$ cat src/rtl/mul_div_unit_if.sv
// mul_div_unit_if
// Decoder <-> multiply/divide unit handshake and data bundle.
//   start    : request, sampled only while the unit is not busy
//   op       : 0 = MLT (HL <- L * A), 1 = DIV (L <- HL / A, H <- HL % A)
//   a        : register A (multiplier or divisor)
//   hl       : register HL (L is the multiplicand, HL is the dividend)
//   busy     : high while iterating
//   done     : one-cycle pulse; result, flags and div_zero valid
//   result   : new HL value
//   flags    : {S,V,C,Z}, same bit order as the alu
//   div_zero : DIV attempted with A = 0
// Modports: master = decoder side, slave = execution unit side.
interface mul_div_unit_if;
  logic        start;
  logic        op;
  logic [7:0]  a;
  logic [15:0] hl;
  logic        busy;
  logic        done;
  logic [15:0] result;
  logic [3:0]  flags;
  logic        div_zero;

  modport master (
    output start, op, a, hl,
    input  busy, done, result, flags, div_zero
  );

  modport slave (
    input  start, op, a, hl,
    output busy, done, result, flags, div_zero
  );
endinterface

$ cat src/rtl/mul_div_unit.sv
// mul_div_unit
// Multi-cycle unsigned 8x8 multiply (shift-add) and 16/8 restoring divide
// for the S1C88 execute stage. RADIX_BITS (1 or 2) result bits are retired
// per iteration, so an operation takes ITER = 8/RADIX_BITS iterations.
// Ports:
//   clk     : core clock, rising edge
//   reset_n : asynchronous active-low reset, aborts any operation
//   bus     : mul_div_unit_if.slave (start/op/a/hl in, busy/done/result/
//             flags/div_zero out, all outputs registered)
module mul_div_unit #(
  parameter int RADIX_BITS = 1
) (
  input  logic           clk,
  input  logic           reset_n,
  mul_div_unit_if.slave  bus
);

  localparam int ITER = 8 / RADIX_BITS;

  typedef enum logic [1:0] {IDLE, CALC, DONE} state_t;

  state_t      state;
  logic        op_q;
  logic [7:0]  a_q;
  logic [15:0] acc;
  logic [15:0] mcand;
  logic [7:0]  mplier;
  logic [8:0]  rem;
  logic [7:0]  dq;
  logic [3:0]  cnt;

  logic        busy_q;
  logic        done_q;
  logic [15:0] result_q;
  logic [3:0]  flags_q;
  logic        div_zero_q;

  logic [15:0] nxt_acc;
  logic [15:0] nxt_mcand;
  logic [7:0]  nxt_mplier;
  logic [8:0]  nxt_rem;
  logic [7:0]  nxt_dq;
  logic        accept;
  logic        last_iter;

  assign accept    = bus.start && (state != CALC);
  assign last_iter = (cnt == 4'(ITER - 1));

  // One iteration of both datapaths; op_q picks which one is reported.
  // dq holds the not-yet-consumed dividend bits at the top and collects
  // quotient bits at the bottom, so after 8 steps it is the quotient.
  always_comb begin
    nxt_acc    = acc;
    nxt_mcand  = mcand;
    nxt_mplier = mplier;
    nxt_rem    = rem;
    nxt_dq     = dq;
    for (int i = 0; i < RADIX_BITS; i++) begin
      if (nxt_mplier[0]) begin
        nxt_acc = nxt_acc + nxt_mcand;
      end
      nxt_mcand  = nxt_mcand << 1;
      nxt_mplier = nxt_mplier >> 1;

      nxt_rem = {nxt_rem[7:0], nxt_dq[7]};
      nxt_dq  = {nxt_dq[6:0], 1'b0};
      if (nxt_rem >= {1'b0, a_q}) begin
        nxt_rem   = nxt_rem - {1'b0, a_q};
        nxt_dq[0] = 1'b1;
      end
    end
  end

  always_ff @(posedge clk or negedge reset_n) begin
    if (!reset_n) begin
      state      <= IDLE;
      op_q       <= 1'b0;
      a_q        <= 8'h00;
      acc        <= 16'h0000;
      mcand      <= 16'h0000;
      mplier     <= 8'h00;
      rem        <= 9'h000;
      dq         <= 8'h00;
      cnt        <= 4'h0;
      busy_q     <= 1'b0;
      done_q     <= 1'b0;
      result_q   <= 16'h0000;
      flags_q    <= 4'h0;
      div_zero_q <= 1'b0;
    end else if (accept) begin
      op_q       <= bus.op;
      a_q        <= bus.a;
      acc        <= 16'h0000;
      mcand      <= {8'h00, bus.hl[7:0]};
      mplier     <= bus.a;
      rem        <= {1'b0, bus.hl[15:8]};
      dq         <= bus.hl[7:0];
      cnt        <= 4'h0;
      div_zero_q <= 1'b0;
      if (bus.op && (bus.a == 8'h00)) begin
        state      <= DONE;
        busy_q     <= 1'b0;
        done_q     <= 1'b1;
        div_zero_q <= 1'b1;
        result_q   <= bus.hl;
        flags_q    <= 4'b0000;
      end else if (bus.op && (bus.hl[15:8] >= bus.a)) begin
        // Quotient would not fit in 8 bits: HL is left unchanged.
        state    <= DONE;
        busy_q   <= 1'b0;
        done_q   <= 1'b1;
        result_q <= bus.hl;
        flags_q  <= 4'b0100;
      end else begin
        state  <= CALC;
        busy_q <= 1'b1;
        done_q <= 1'b0;
      end
    end else begin
      case (state)
        CALC: begin
          acc    <= nxt_acc;
          mcand  <= nxt_mcand;
          mplier <= nxt_mplier;
          rem    <= nxt_rem;
          dq     <= nxt_dq;
          cnt    <= cnt + 4'h1;
          if (last_iter) begin
            state  <= DONE;
            busy_q <= 1'b0;
            done_q <= 1'b1;
            if (op_q) begin
              result_q <= {nxt_rem[7:0], nxt_dq};
              flags_q  <= {nxt_dq[7], 2'b00, (nxt_dq == 8'h00)};
            end else begin
              result_q <= nxt_acc;
              flags_q  <= {nxt_acc[15], 2'b00, (nxt_acc == 16'h0000)};
            end
          end
        end
        DONE: begin
          state  <= IDLE;
          done_q <= 1'b0;
        end
        default: begin
          state  <= IDLE;
          done_q <= 1'b0;
        end
      endcase
    end
  end

  assign bus.busy     = busy_q;
  assign bus.done     = done_q;
  assign bus.result   = result_q;
  assign bus.flags    = flags_q;
  assign bus.div_zero = div_zero_q;

endmodule
$ cat src/flat_wrapper.sv
// flat-port wrapper written by rule: the top's interface ports become plain ports
module mul_div_unit_flat 
#(
  parameter int RADIX_BITS = 1
)
  (clk, reset_n, bus_start, bus_op, bus_a, bus_hl, bus_busy, bus_done, bus_result, bus_flags, bus_div_zero);
  mul_div_unit_if bus_i ();
  input  logic clk;
  input  logic reset_n;
  input wire logic [$bits(bus_i.start)-1:0] bus_start;
  input wire logic [$bits(bus_i.op)-1:0] bus_op;
  input wire logic [$bits(bus_i.a)-1:0] bus_a;
  input wire logic [$bits(bus_i.hl)-1:0] bus_hl;
  output wire logic [$bits(bus_i.busy)-1:0] bus_busy;
  output wire logic [$bits(bus_i.done)-1:0] bus_done;
  output wire logic [$bits(bus_i.result)-1:0] bus_result;
  output wire logic [$bits(bus_i.flags)-1:0] bus_flags;
  output wire logic [$bits(bus_i.div_zero)-1:0] bus_div_zero;
  assign bus_i.start = bus_start;
  assign bus_i.op = bus_op;
  assign bus_i.a = bus_a;
  assign bus_i.hl = bus_hl;
  assign bus_busy = bus_i.busy;
  assign bus_done = bus_i.done;
  assign bus_result = bus_i.result;
  assign bus_flags = bus_i.flags;
  assign bus_div_zero = bus_i.div_zero;
  mul_div_unit #(.RADIX_BITS(RADIX_BITS)) u_core (.clk(clk), .reset_n(reset_n), .bus(bus_i));
endmodule
$ cat config.mk
export PLATFORM = sky130hd
export DESIGN_NAME = mul_div_unit_flat
export DESIGN_NICKNAME = d
export VERILOG_FILES = /design/src/rtl/mul_div_unit_if.sv /design/src/rtl/mul_div_unit.sv /design/src/flat_wrapper.sv
export SDC_FILE = /design/constraint.sdc
export NUM_CORES = 1
export LEC_CHECK = 0
export CORE_AREA = 2 2 132 134
export DETAILED_ROUTE_END_ITERATION = 6
export DIE_AREA = 0 0 134 136
export GPL_ROUTABILITY_DRIVEN = 0
export SLEW_MARGIN = 30
export SYNTH_ARGS = -nofsm -noshare
export SYNTH_HDL_FRONTEND = slang
export SYNTH_SLANG_ARGS = --single-unit
$ cat constraint.sdc
create_clock -name clk -period 2.45 [get_ports clk]
set_input_delay 0.245 -clock clk [delete_from_list [all_inputs] [get_ports clk]]
set_output_delay 0.245 -clock clk [all_outputs]
set_load 0.01 [all_outputs]
# Yosys cells after proc, flatten, opt, wreduce, memory -nomap -nowiden
# Cells that the tools add are included.
# word_totals
register_bits,94
out_inout_bits,23
elab_cells,77
inputBits,28
# classes
muxes,43
addsub,3
n_eq_ne,5
n_reduce_logical,10
order_cmp,2
# op_table
operator,n
$mux 16,11
$mux 8,7
$mux 4,8
$add 16x16->16,1
$logic_not 16->1,1
$logic_not 8->1,2
$mux 1,12
$mux 2,5
$ge 9x8->1,1
$ge 8x8->1,1
$sub 8x8->8,1
$add 4x1->4 const B,1
$eq 4x3->1 const B,1
$reduce_bool 2->1,2
$logic_and 1x1->1,3
$ne 3x1->1 const B,1
$ne 3x3->1 const B,1
$reduce_and 3->1,1
$eq 2x1->1 const B,1
$ne 2x1->1 const B,1
$reduce_and 2->1,1

# Longest topological paths before layout
# depth
depth_word,7
ltp_mapped,11

# Worst setup path before layout
# OpenSTA, ideal clock, no wires.
# synth_path
kind,flip-flop to flip-flop
start,register u_core.acc[0]
end,"register u_core.result_q[12], in the netlist u_core.bus.result[12]"
path_buffers,0
setup_ns,0.126
setup_slack_ns,-0.112
t_arrival_ns,2.436
path_stages_with_launch,11
required_time_ns,2.324
period_less_slack_ns,2.562
cell_sequence,dfrtp_1 -> ha_1 -> inv_1 -> fa_1 -> and2b_1 -> o211ai_1 -> a21oi_2 -> a2111oi_0 -> a2111oi_2 -> mux2i_1 -> a221o_1
# synth_via
elab_chain_len,6
# synth_rtl
item,line,text
from (decl),mul_div_unit.sv:25,logic [15:0] acc;
from (signal assigned),mul_div_unit.sv:122,acc <= nxt_acc;
$add 16x16->16,mul_div_unit.sv:60,nxt_acc = nxt_acc + nxt_mcand;
$mux 16,mul_div_unit.sv:59,if (nxt_mplier[0]) begin
$mux 16,mul_div_unit.sv:132,if (op_q) begin
$mux 16,mul_div_unit.sv:128,if (last_iter) begin
$mux 16,mul_div_unit.sv:120,case (state)
$mux 16,mul_div_unit.sv:90,end else if (accept) begin
to (signal assigned),mul_div_unit.sv:105,result_q <= bus.hl;
to (signal assigned),mul_div_unit.sv:133,"result_q <= {nxt_rem[7:0], nxt_dq};"
to (signal assigned),mul_div_unit.sv:136,result_q <= nxt_acc;
to (decl),mul_div_unit.sv:34,logic [15:0] result_q;
# No other way between the ends. The select of a mux whose other input is x is not followed.
# A chain may end at the register's enable or synchronous reset.

# Worst setup path in the final report
# layout_path
start,register u_core.acc[0]
end,"register u_core.result_q[8], in the netlist u_core.bus.result[8]"
# Same word-level chain as after synthesis.

==> summary.md <==
| Metric | Value |
|---|---|
| Total number of vias | `5407` |
| ANT cells | `0` |
| CP Launch Type | `register` |
| Core area | `16880 sq um` |
| Synth Flop Type | `dfrtp_1` |
| Ys Warns | `0` |
| Row count | `48` |
| Post-Syn Instances | `636` |
| Post-DP Area | `7308 sq um` |
| Vias per Instance | `5.332` |
| Skew-Pair Late Insertion Delay | `350 ps` |
| Clk sinks | `92` |
| Sequential power share | `24.3%` |
| DIE AREA | `18220 sq um` |
| Number of port buffers | `49` |
| GRT overflow | `0` |
| Top post-synthesis cells by area | `dfrtp_1, ha_1, mux2i_1` |
| Residual DRC | `0` |
| Switching part of the total power | `40.96%` |
| Final Cycle Share | `107.1%` |
| Place WS | `-295.9 ps` |
| Leakage | `3.723 nW` |
| Die height | `136 um` |
| Area share of the largest cell type after synthesis | `39.60%` |
| F_max | `381.2 MHz` |
| Worst-path cell chain | `ha_2, inv_2, fa_2, and2b_1, o211ai_1, buf_4, a211oi_4, nor3_1, o31a_1, buf_4, a21oi_2, a22oi_2, a21oi_1` |
| Vias in the first global route | `5405` |
| CTS H-Tree Depth | `3` |
| Worst slew margin | `44.99%` |
| DRT Wirelength | `17.60 mm` |
| Post-synth net total | `698` |
| Dpl hpwl | `12.90 mm` |
| Max-cap violations | `0` |
| Int Pwr | `6.435 mW` |
| Data arrival time of the critical path | `2900 ps` |
| RSZ-0062 raised after global routing | `yes` |
| # setup viols final | `9` |
| Min-delay worst type | `input port to register` |
| Non-Filler Instances | `1014` |
| Logic pwr share | `59.0%` |
| Net Switching | `4.465 mW` |
| Post-route ant nets | `0` |
| Clk buf depth | `2` |
| Max VDD drop | `522.2 uV` |
| Post-synthesis register bit count | `92` |
| Synth unique cells | `79` |
| Critical setup path kind | `register to register` |
| CTS tree | `done` |
| Die X | `134 um` |
| Average wire per standard cell | `17.36 um` |
| Critical path endpoint category | `register` |
| Largest net degree at the start of global routing | `64` |
| Number of synthesized flops with an enable pin | `0` |
| Sequential fraction of the synthesis area | `39.60%` |
| Status | `finished, violations left` |
| Worst Slack Setup Final | `-173.6 ps` |
| Fillers | `1547` |
| Clock power frac | `16.7%` |
| Num CTS Buffers | `9` |
| Most instantiated cells after synthesis | `dfrtp_1, nand2_1, o21ai_0, mux2i_1` |
| Area delta synth->final | `37.47%` |
| Clock Pin Slew Worst Setup and Hold Paths | `60 ps` |
| Post-synth top area cell | `dfrtp_1` |
| Crit path max fanout | `3` |
| Endpoints failing hold | `0` |
| 1st-iter DRT viols | `337` |
| NumNets Final | `846` |
| Min Tclk post-route | `2624 ps` |
| Pwr dens | `1364 nW/um^2` |
| Post-synth ARST share | `100.0%` |
| Overall Global Routing Usage | `19.35%` |
| Mapped cell area | `5813 sq um` |
| Dpl cells | `989` |
| Violated checks | `negative setup slack` |
| Final Power | `10.90 mW` |
| Req. time, crit path | `2720 ps` |
| Most used cell, CP | `buf_4` |
| Detailed Routing Iterations Pass 1 | `5` |
| Final Cell Area | `7991 sq um` |
| Root Buffer | `clkbuf_16` |
| Initial Util | `34.45%` |
| Worst slew pin tran | `825.2 ps` |
| Setup TNS | `-1047 ps` |
| First-pass GRT wire length | `27.69 mm` |
| Fin Clk Skew | `7.881 ps` |
| Ports | `51` |
| Avg Inst Size Synth | `9.140 sq um` |
| Antenna violations before repair | `0` |
| Slowest-stage cell, CP | `dfrtp_1` |
| Critical path's largest stage delay | `370 ps` |
| Layout cells sized above 1 | `25.48%` |
| Fin. max-slew vios | `0` |
-- worst max-delay path: cells and delay by family, from the launching register on --
family / cells / cell delay, ps
AOI/OAI and AO/OA: 6 / 990
adders and majority gates: 2 / 520
DFF: 1 / 370
buffers and inverters: 3 / 360
and+or+nand+nor: 2 / 300
-- power by group through the flow --
stage / sequential [mW] / clock, mW / combinational [mW]
after detailed placement: 2.65 / 0 / 5.92
after global placement: 2.63 / 0 / 5.76
after global routing: 2.71 / 1.91 / 7.08
final: 2.65 / 1.82 / 6.44
after CTS: 2.63 / 1.86 / 6.09
after floorplan: 2.60 / 0 / 3.32
-- cell families (layout without fill, tap and decap cells) --
kind of cell,Yosys count,count (layout),share of synthesized area [%]
AND/OR/NAND/NOR,206,206,17.80
AO/OA/AOI/OAI,187,187,22.02
flip-flops,92,92,39.60
buffers and inverters,69,222,4.843
multiplexers,39,39,6.759
adder cells (fa/ha/maj),34,34,7.576
XOR/XNOR,8,8,1.335
other,1,1,0.06451
-- registers in the layout (all words and copies together) (netlist names), 3 cells and up --
| signal | count |
|---|---|
| u_core.a_q | 8 |
| u_core.acc | 16 |
| u_core.bus.flags | 3 |
| u_core.bus.result | 16 |
| u_core.cnt | 4 |
| u_core.dq | 8 |
| u_core.mcand | 16 |
| u_core.mplier | 8 |
| u_core.rem | 8 |
-- metrics by stage --
step / hold WS, ps / util, %
after CTS: 427.9 / 46.28
after floorplan: -50.59 / -
after global placement: 258.0 / 43.31
after detailed placement: 272.2 / 43.31
final: 328.7 / 47.35
after global routing: 357.7 / 47.35
-- routing by layer --
metal	vias to the layer above	GRT usage (%)	share of wire (%)
met1	2657	24.53	44
met3	36	2.796	3.2
met2	121	33.70	51
met4	0	6.915	2.3
met5	-	0	0
li1	2593	-	-
-- cell type report --
class	instances	area, sq um	share of cell area (%)
Clock inverter	7	162.7	2.035
Clock buffer	9	225.2	2.818
Inverter	34	127.6	1.597
Tap cell	225	281.5	3.523
Sequential cell	92	2302	28.81
Timing Repair Buffer	172	1439	18.01
Multi-Input combinational cell	475	3453	43.21
-- cell usage in the layout (no fill, tap or decap), types with 4 or more instances in the layout --
cell / synthesis / final
a211oi_1: 10 / 9
a21o_1: 10 / 10
a21oi_1: 31 / 25
a21oi_2: 1 / 7
a22oi_1: 6 / 5
and3_1: 8 / 8
buf_4: 1 / 118
buf_6: 2 / 4
bufinv_16: 0 / 5
clkbuf_16: 0 / 9
clkdlybuf4s50_1: 0 / 46
dfrtp_1: 92 / 92
ha_1: 32 / 27
inv_1: 32 / 30
inv_2: 2 / 4
mux2i_1: 37 / 37
nand2_1: 92 / 92
nand3_1: 7 / 7
nand3b_1: 25 / 25
nor2_1: 26 / 24
nor2b_1: 11 / 9
nor3_1: 12 / 8
nor3_2: 1 / 4
o211ai_1: 4 / 4
o21a_1: 6 / 6
o21ai_0: 62 / 54
o21ai_1: 4 / 6
o21ai_2: 1 / 7
xor2_1: 4 / 4
-- worst paths after layout --
kind | startpoint | endpoint | slack, ps | cells after the start
max | u_core.acc[0] | u_core.bus.result[8] | -170 | 13
min | bus_a[4] | u_core.a_q[4] | 330 | 4
max reg2reg | u_core.acc[0] | u_core.bus.result[8] | -170 | 13
min reg2reg | u_core.mplier[3] | u_core.mplier[2] | 480 | 2
max in group asynchronous | reset_n | u_core.a_q[7] | 1320 | 3
min in group asynchronous | reset_n | u_core.mplier[6] | 420 | 2
-- repair_timing --
action / CTS / global route
hold buffers: 1 / 0
endpoints found under the setup margin: 12 / 28
setup buffers: 3 / 5
pin swaps: 8 / 12
gates resized for setup: 17 / 42
hold endpoints to repair: 38 / 0
No activity file was read; power rests on OpenSTA's default activity.
